## config.mk

```make
export PLATFORM = sky130hd
export DESIGN_NAME = matrix_packer
export DESIGN_NICKNAME = d
export VERILOG_FILES = /design/src/rtl/matrix_packer.sv
export SDC_FILE = /design/constraint.sdc
export NUM_CORES = 1
export LEC_CHECK = 0
export CORE_ASPECT_RATIO = 0.8
export CORE_MARGIN = 4
export CORE_UTILIZATION = 50
export CTS_BUF_LIST = sky130_fd_sc_hd__clkbuf_4 sky130_fd_sc_hd__clkbuf_8
export CTS_CLUSTER_DIAMETER = 100
export DETAILED_ROUTE_END_ITERATION = 12
export PLACE_DENSITY = 0.78
export SLEW_MARGIN = 5
export SYNTH_ARGS = -nofsm -noshare
export SYNTH_HDL_FRONTEND = slang
export SYNTH_SLANG_ARGS = --single-unit
```

## constraint.sdc

```tcl
create_clock -name clk -period 2.2 [get_ports clk]
set_clock_uncertainty 0.1 [all_clocks]
set_input_delay 0.44 -clock clk [delete_from_list [all_inputs] [get_ports clk]]
set_output_delay 0.44 -clock clk [all_outputs]
set_load 0.01 [all_outputs]
```

## src/rtl/matrix_packer.sv

```systemverilog
// Assembles a serial stream of signed elements into packed square matrices A and B,
// presented on a valid/ready pair. Define MATRIX_PACKER_TRANSPOSE_B_EN to pack B column-major.
module matrix_packer #(
    parameter int SIZE   = 2,
    parameter int ELEM_W = 8,
    localparam int PW    = SIZE * SIZE * ELEM_W
) (
    input  logic              clk,
    input  logic              rst,
    input  logic              s_valid,
    output logic              s_ready,
    input  logic [ELEM_W-1:0] s_data,
    input  logic              s_last,
    output logic              m_valid,
    input  logic              m_ready,
    output logic [PW-1:0]     m_A,
    output logic [PW-1:0]     m_B,
    output logic              frame_err
);

    localparam int N     = SIZE * SIZE;
    localparam int IDX_W = (N > 1) ? $clog2(N) : 1;
    localparam logic [IDX_W-1:0] LAST_IDX = IDX_W'(N - 1);

    typedef enum logic [1:0] {LOAD_A, LOAD_B, HOLD, DRAIN} state_t;

    state_t            state_reg;
    logic [IDX_W-1:0]  idx_reg;
    logic [PW-1:0]     a_buf_reg, b_buf_reg;
    logic [PW-1:0]     a_next, b_next;
    logic [PW-1:0]     m_a_reg, m_b_reg;
    logic              s_ready_reg, m_valid_reg, frame_err_reg;
    logic              xfer;
    logic [IDX_W-1:0]  b_slot [N];

    assign xfer      = s_valid && s_ready_reg;
    assign s_ready   = s_ready_reg;
    assign m_valid   = m_valid_reg;
    assign m_A       = m_a_reg;
    assign m_B       = m_b_reg;
    assign frame_err = frame_err_reg;

    // Destination slot of each incoming B element.
    generate
        for (genvar gi = 0; gi < N; gi++) begin : g_bmap
`ifdef MATRIX_PACKER_TRANSPOSE_B_EN
            assign b_slot[gi] = IDX_W'((gi % SIZE) * SIZE + gi / SIZE);
`else
            assign b_slot[gi] = IDX_W'(gi);
`endif
        end
    endgenerate

    // Shadow buffers with the current element merged in; committed only on a valid transfer.
    always_comb begin
        a_next = a_buf_reg;
        b_next = b_buf_reg;
        a_next[PW - 1 - int'(idx_reg) * ELEM_W -: ELEM_W]         = s_data;
        b_next[PW - 1 - int'(b_slot[idx_reg]) * ELEM_W -: ELEM_W] = s_data;
    end

    always_ff @(posedge clk) begin
        if (rst) begin
            state_reg     <= LOAD_A;
            idx_reg       <= '0;
            s_ready_reg   <= 1'b0;
            m_valid_reg   <= 1'b0;
            frame_err_reg <= 1'b0;
            m_a_reg       <= '0;
            m_b_reg       <= '0;
            a_buf_reg     <= '0;
            b_buf_reg     <= '0;
        end else begin
            frame_err_reg <= 1'b0;
            case (state_reg)
                LOAD_A: begin
                    s_ready_reg <= 1'b1;
                    if (xfer) begin
                        if (s_last) begin
                            frame_err_reg <= 1'b1;
                            idx_reg       <= '0;
                        end else begin
                            a_buf_reg <= a_next;
                            if (idx_reg == LAST_IDX) begin
                                idx_reg   <= '0;
                                state_reg <= LOAD_B;
                            end else begin
                                idx_reg <= idx_reg + 1'b1;
                            end
                        end
                    end
                end
                LOAD_B: begin
                    if (xfer) begin
                        if (s_last && idx_reg != LAST_IDX) begin
                            frame_err_reg <= 1'b1;
                            idx_reg       <= '0;
                            state_reg     <= LOAD_A;
                        end else if (idx_reg == LAST_IDX && s_last) begin
                            // Publish the complete pair; B's last element comes straight from b_next.
                            m_a_reg     <= a_buf_reg;
                            m_b_reg     <= b_next;
                            m_valid_reg <= 1'b1;
                            s_ready_reg <= 1'b0;
                            idx_reg     <= '0;
                            state_reg   <= HOLD;
                        end else if (idx_reg == LAST_IDX) begin
                            frame_err_reg <= 1'b1;
                            idx_reg       <= '0;
                            state_reg     <= DRAIN;
                        end else begin
                            b_buf_reg <= b_next;
                            idx_reg   <= idx_reg + 1'b1;
                        end
                    end
                end
                HOLD: begin
                    if (m_ready) begin
                        m_valid_reg <= 1'b0;
                        s_ready_reg <= 1'b1;
                        idx_reg     <= '0;
                        state_reg   <= LOAD_A;
                    end
                end
                DRAIN: begin
                    if (xfer && s_last) begin
                        idx_reg   <= '0;
                        state_reg <= LOAD_A;
                    end
                end
                default: state_reg <= LOAD_A;
            endcase
        end
    end

endmodule
```

==> results_dict.tcl, run 1 <==
set metrics [dict create \
    status "finished, final reports clean" \
    synth_area_per_cell_um2 9.28 \
    critPathBufInv 2 \
    dr.pass1.iters 6 \
    die_width_um 123 \
    die_h_um 100 \
    dp.cells 775 \
    holdPathStages 2 \
    slew_viol_final 0 \
    worstSetupPathType "reg2reg" \
    fin_nets 684 \
    clockBufferDepth 2 \
    grt_first_pass_wirelength_um 21000 \
    ff2ff_path_depth 8 \
    vias 4436 \
    start_util_pct 51.5 \
    drv_cap 0 \
    ir_worst_vdd_mv 0.348 \
    timing_hold_violations_final 0 \
    worstPathMaxFanout 12 \
    start_kind "flip-flop" \
    final_area_um2 7140 \
    cp_common_cell "ha_4" \
    cts_tree "done" \
    drive_gt1_share_pct 19.1 \
    wl_per_cell_um 17.3 \
    grtUsageTotal_pct 21.9 \
    min_to "m_A[4]" \
    clock-sinks 127 \
    cts_root_buf "clkbuf_8" \
    drc 0 \
    drt_iter0_drc 363 \
    grt_start_max_net_pins 57 \
    wl_um 14200 \
    clk_latency_ns 0.44 \
    num_io_pins 80 \
    portBuffers 79 \
    finalSetupViolations 0 \
    hold_class "in2reg" \
    critPathRequiredTime_ns 2.43 \
    slowest_stage "or3_4" \
    ys_seq_elements 127 \
    fin_crit_ns 2.19 \
    r2r_end "m_B[1]" \
    syn_inst 573 \
    p_leak_nw 2.89 \
    cp-end-kind "flip-flop" \
    worst_pin_slew_ns 0.412 \
    place_congestion 0.850 \
    n_antenna_cell 0 \
    area_growth_syn_to_layout_pct 34.4 \
    timing.rr.start "idx_reg[0]" \
    via_per_inst 5.43 \
    clk_pin_slew_ns 0.07 \
    core_um2 10300 \
    ys_types 36 \
    netlist_area_um2 5320 \
    critical_path.max_stage_delay_ns 0.50 \
    utilization_pct 69.2 \
    postRouteAntennaNets 0 \
    post-route-period-util_pct 99.3 \
    cts-buffers-inserted 17 \
    grt_pass1_vias 4232 \
    powerDensity_nw_per_um2 650 \
    dpl.hpwl_um 8470 \
    min_from "rst" \
    crit_family "simple AND/OR/NAND/NOR gates" \
    fp-row-count 33 \
    ys_seq_area_share_pct 47.8 \
    grt_overflow 0 \
    stdcell_count 817 \
    rsz0062_at_grt "yes" \
    setup_slack_ns 0.0147 \
    dp_slack_ns -0.382 \
    fmax_mhz 458 \
    syn-num-nets 593 \
    place_area_um2 6370 \
    dieArea_um2 12400 \
    cp.arrival_ns 2.41 \
    htreeDepth 4 \
    synth-warning-count 0 \
    reg2reg_slack_ns 0.01 \
    max-slew-margin-rel_pct 72.4 \
    crit_chain "ha_4 > inv_4 > ha_4 > or3b_4 > or3_4 > clkbuf_16 > nand2_1 > a21oi_1" \
    antenna_found_initial 0 \
]
power by group:
part | internal (W) | total [W] | switching [W]
clock network | 0.00123 | 0.00213 | 0.000891
registers | 0.00231 | 0.00231 | 0.00000548
logic | 0.0000775 | 0.000206 | 0.000129
cells by family (layout without fill, tap and decap cells):
| logic type | after synthesis | in the layout | share of synthesized area, % |
|---|---|---|---|
| AOI/OAI and AO/OA | 76 | 76 | 10.5 |
| adders and majority gates | 7 | 7 | 1.65 |
| and+or+nand+nor | 230 | 230 | 19.2 |
| muxes | 83 | 83 | 15.6 |
| DFF | 127 | 127 | 47.8 |
| buffers and inverters | 50 | 154 | 5.11 |
metal layers:
metal | track usage [%] | vias up | part of all wire (%)
li1 | - | 2122 | -
met1 | 29.0 | 2112 | 43
met2 | 33.6 | 180 | 47
met3 | 5.63 | 22 | 7.5
met4 | 9.70 | 0 | 1.6
met5 | 0 | - | 0
metrics by stage:
step                      setup TNS, ns  hold slack [ns]  total power, W
final                                 0            0.294         0.00464
after global routing             -0.281            0.279         0.00479
after CTS                             0            0.254         0.00466
after detailed placement         -30.32            0.347         0.00256
after global placement           -25.02            0.340         0.00256
after floorplan                       0            0.332         0.00248
worst register-to-register path, delay by kind of cell (launching register included):
family | cells | cell delay [ns]
flip-flops | 1 | 0.36
adder cells (fa/ha/maj) | 2 | 0.31
buffers and inverters | 2 | 0.25
AND/OR/NAND/NOR | 3 | 0.98
AO/OA/AOI/OAI | 1 | 0.07
area by class of cell:
class | count | area [µm²]
well taps | 140 | 175
multi-input cells | 396 | 2640
flip-flops and latches | 127 | 2540
fillers | 774 | 3180
clock inverters | 5 | 75.1
repair buffers | 117 | 1350
clock buffers | 27 | 347
inverters | 5 | 21.3
repair_timing:
item,in CTS,in global routing
hold endpoints to repair,0,0
cloned,1,7
endpoints found under the setup margin,60,54
pin swaps,1,5
buffers inserted,2,1
hold buffers,0,0
resized for setup,4,40
how the worst max path moves through the flow:
stage	startpoint	end	slack (ns)	cells after the start
finish	idx_reg[0]	m_B[1]	0.01	8
global placement	s_last	m_B[31]	-0.32	7
detailed placement	s_last	m_A[2]	-0.38	7
global route	idx_reg[0]	m_B[1]	-0.04	8
CTS	idx_reg[1]	m_A[2]	0.008	8
floorplan	idx_reg[1]	m_A[10]	0.01	9
synth_stat cells, drive strengths merged:
cell type / number / area share [%]
or3: 1 / 0.12
nand2b: 4 / 0.47
a21oi: 44 / 4.1
a31oi: 1 / 0.12
nor3b: 3 / 0.42
o22ai: 2 / 0.24
clkbuf: 27 / 1.9
nand2: 85 / 6.0
mux2: 1 / 0.21
a21o: 1 / 0.14
dfxtp: 127 / 48
ha: 7 / 1.6
a21boi: 2 / 0.28
o21ai: 1 / 0.094
inv: 5 / 0.35
a211oi: 23 / 5.2
and2: 1 / 0.12
buf: 18 / 2.8
and3b: 1 / 0.16
o31ai: 1 / 0.14
nand3: 5 / 0.47
and3: 31 / 3.6
or3b: 1 / 0.16
nand4: 2 / 0.35
nor2: 89 / 6.3
nor3: 4 / 0.59
a221oi: 1 / 0.16
nor4: 1 / 0.12
mux2i: 82 / 15
and4: 2 / 0.33
cell usage in the layout (no fill, tap or decap), types with 5 or more instances in the layout:
cell type / n
a211oi_2: 22
a21oi_1: 39
a21oi_2: 5
and3_1: 31
buf_12: 11
buf_4: 18
clkbuf_16: 7
clkbuf_8: 23
clkdlybuf4s50_1: 78
dfxtp_1: 125
mux2i_1: 82
nand2_1: 70
nand2_2: 13
nor2_1: 88
Note: power is estimated with default switching activity, not from simulation.
==> run 2, diff against run 1 <==
--- a/config.mk
+++ b/config.mk
@@ -5,13 +5,15 @@
 export SDC_FILE = /design/constraint.sdc
 export NUM_CORES = 1
 export LEC_CHECK = 0
+export CAP_MARGIN = 20
 export CORE_ASPECT_RATIO = 0.8
 export CORE_MARGIN = 4
 export CORE_UTILIZATION = 50
 export CTS_BUF_LIST = sky130_fd_sc_hd__clkbuf_4 sky130_fd_sc_hd__clkbuf_8
 export CTS_CLUSTER_DIAMETER = 100
 export DETAILED_ROUTE_END_ITERATION = 12
-export PLACE_DENSITY = 0.78
+export GPL_TIMING_DRIVEN = 0
+export PLACE_DENSITY = 0.75
 export SLEW_MARGIN = 5
 export SYNTH_ARGS = -nofsm -noshare
 export SYNTH_HDL_FRONTEND = slang
==> constraint.sdc (replaced) <==
create_clock -name clk -period 2.61 [get_ports clk]
set_clock_uncertainty 0.1 [all_clocks]
set_input_delay 0.522 -clock clk [delete_from_list [all_inputs] [get_ports clk]]
set_output_delay 0.522 -clock clk [all_outputs]
set_load 0.01 [all_outputs]
==> run 2 against run 1 <==
Final area decreased by 6.5%. First-iteration DRC count decreased by 20%. Die area unchanged. Maximum frequency decreased by 13%. Clock-buffer cell count decreased by 6. Utilization decreased by 4.5 points. Critical path depth increased by 1.
==> results_dict.tcl, run 2 (synthesis gave the netlist of run 1 again) <==
set metrics [dict create \
    worstSetupPathType "reg2reg" \
    start_kind "flip-flop" \
    grtUsageTotal_pct 23.1 \
    antenna_found_initial 0 \
    dp.cells 791 \
    p_leak_nw 2.66 \
    ir_worst_vdd_mv 0.374 \
    internal-power_w 0.00281 \
    area_growth_syn_to_layout_pct 25.6 \
    dpl.hpwl_um 10000 \
    pwr-share-clk_pct 42.8 \
    clock-sinks 127 \
    crit_chain "ha_1 > inv_1 > ha_1 > or3b_1 > or3_1 > buf_2 > buf_6 > nand2_1 > a21oi_1" \
    fin_crit_ns 2.52 \
    timing_hold_violations_final 0 \
    stdcell_count 823 \
    finalSetupViolations 0 \
    cts_root_buf "clkbuf_8" \
    via_per_inst 5.39 \
    htreeDepth 4 \
    clockBufferDepth 2 \
    hold_class "reg2reg" \
    cp-end-kind "flip-flop" \
    wl_um 14000 \
    grt_first_pass_wirelength_um 22200 \
    grt_overflow 0 \
    critPathBufInv 3 \
    fmax_mhz 397 \
    fp-row-count 33 \
    worstPathMaxFanout 10 \
    critPathRequiredTime_ns 2.81 \
    core_um2 10300 \
    slowest_stage "or3b_1" \
    post-route-period-util_pct 96.4 \
    fin_nets 689 \
    grt_pass1_vias 4357 \
    grt_start_max_net_pins 17 \
    p_seq_share_pct 52.6 \
    dieArea_um2 12400 \
    switching_share_pct 24.0 \
    clk_pin_slew_ns 0.08 \
    status "finished, final reports clean" \
    power_switching_w 0.000887 \
    drive_gt1_share_pct 12.0 \
    layout_common_cells "126 x dfxtp_1, 89 x nor2_1, 85 x nand2_1" \
    cp_common_cell "ha_1" \
    dr.pass1.iters 5 \
    wl_per_cell_um 17.0 \
    num_io_pins 80 \
    slew_viol_final 0 \
    powerDensity_nw_per_um2 554 \
    start_util_pct 51.5 \
    drc 0 \
    layout_commonest_cell "dfxtp_1" \
    drv_cap 0 \
    p_comb_share_pct 4.6 \
    rsz0062_at_grt "yes" \
    die_width_um 123 \
    place_congestion 0.884 \
    cts_tree "done" \
    cp.arrival_ns 2.71 \
    vias 4432 \
    clk_latency_ns 0.44 \
    setup_slack_ns 0.0940 \
    worst_pin_slew_ns 0.739 \
    cts-buffers-inserted 17 \
    postRouteAntennaNets 0 \
    die_h_um 100 \
    max-slew-margin-rel_pct 50.7 \
    drt_iter0_drc 291 \
    critical_path.max_stage_delay_ns 0.44 \
    crit_family "simple AND/OR/NAND/NOR gates" \
    dp_slack_ns -0.316 \
    portBuffers 78 \
]
[run 2: cell count changes in the layout (fill, tap and decap cells not counted), sizes merged]
cell | previous run | this run
diode | 0 | 1
clkbuf | 34 | 45
clkinv | 3 | 7
clkinvlp | 0 | 3
buf | 32 | 20
bufinv | 2 | 1
[run 2: per-stage QoR]
step                      TNS [ns]  hold WS [ns]  utilization [%]  power, W  instance area (µm²)
after floorplan                  0         0.332                -   0.00209                 5320
after global placement      -19.48         0.346             60.8   0.00215                 6270
after detailed placement    -24.11         0.347             60.8   0.00215                 6270
after CTS                 -0.00370         0.357             64.4   0.00371                 6650
after global routing        -0.309         0.378             64.7   0.00382                 6670
final                            0         0.355             64.7   0.00370                 6680
[run 2: power by group through the flow]
stage | Clock (W) | Sequential, W | Combinational (W)
after floorplan | 0 | 0.00199 | 0.0000983
after global placement | 0 | 0.00199 | 0.000160
after detailed placement | 0 | 0.00199 | 0.000163
after CTS | 0.00160 | 0.00195 | 0.000165
after global routing | 0.00170 | 0.00195 | 0.000180
final | 0.00158 | 0.00195 | 0.000169
[run 2: metal layers]
layer  share of wire, %  GRT usage, %
met1                 46          31.7
met2                 45          36.0
met3                7.2          6.31
met4                1.3          6.21
met5                  0             0
[run 2: cell type report]
cell class,count,area [µm²]
inverter,5,18.8
tap,140,175
antenna,1,2.50
buffer,42,241
sequential,127,2540
multi-input combinational,396,2530
clock buffer,21,277
timing repair buffer,80,796
fill,864,3650
clock inverter,11,91.3
[run 2: repair_timing]
item                                    4_1_cts  5_1_grt
endpoints found under the setup margin       54       98
setup buffers                                 0        2
gates resized for setup                       4        4
pin swaps                                     1        1
gates cloned                                  0        0
hold buffers                                  0        0
[run 2: worst paths after layout]
| check | slack [ns] | end | cells past startpoint | from |
|---|---|---|---|---|
| max | 0.09 | m_A[16] | 9 | idx_reg[1] |
| min | 0.35 | m_A[29] | 2 | m_A[29] |
| max reg2reg | 0.09 | m_A[16] | 9 | idx_reg[1] |
| min reg2reg | 0.35 | m_A[29] | 2 | m_A[29] |
[run 2: worst register-to-register path: stages, from the launching register on]
cell and delay, ns:
dfxtp_1 0.40, ha_1 0.23, inv_1 0.08, ha_1 0.25, or3b_1 0.44, or3_1 0.38, buf_2 0.19, buf_6 0.17
nand2_1 0.08, a21oi_1 0.06
==> run 3, diff against run 2 <==
--- a/config.mk
+++ b/config.mk
@@ -5,7 +5,6 @@
 export SDC_FILE = /design/constraint.sdc
 export NUM_CORES = 1
 export LEC_CHECK = 0
-export CAP_MARGIN = 20
 export CORE_ASPECT_RATIO = 0.8
 export CORE_MARGIN = 4
 export CORE_UTILIZATION = 50
==> results of run 3 <==
Final layout, timing and power as in run 2 (identical DEF).
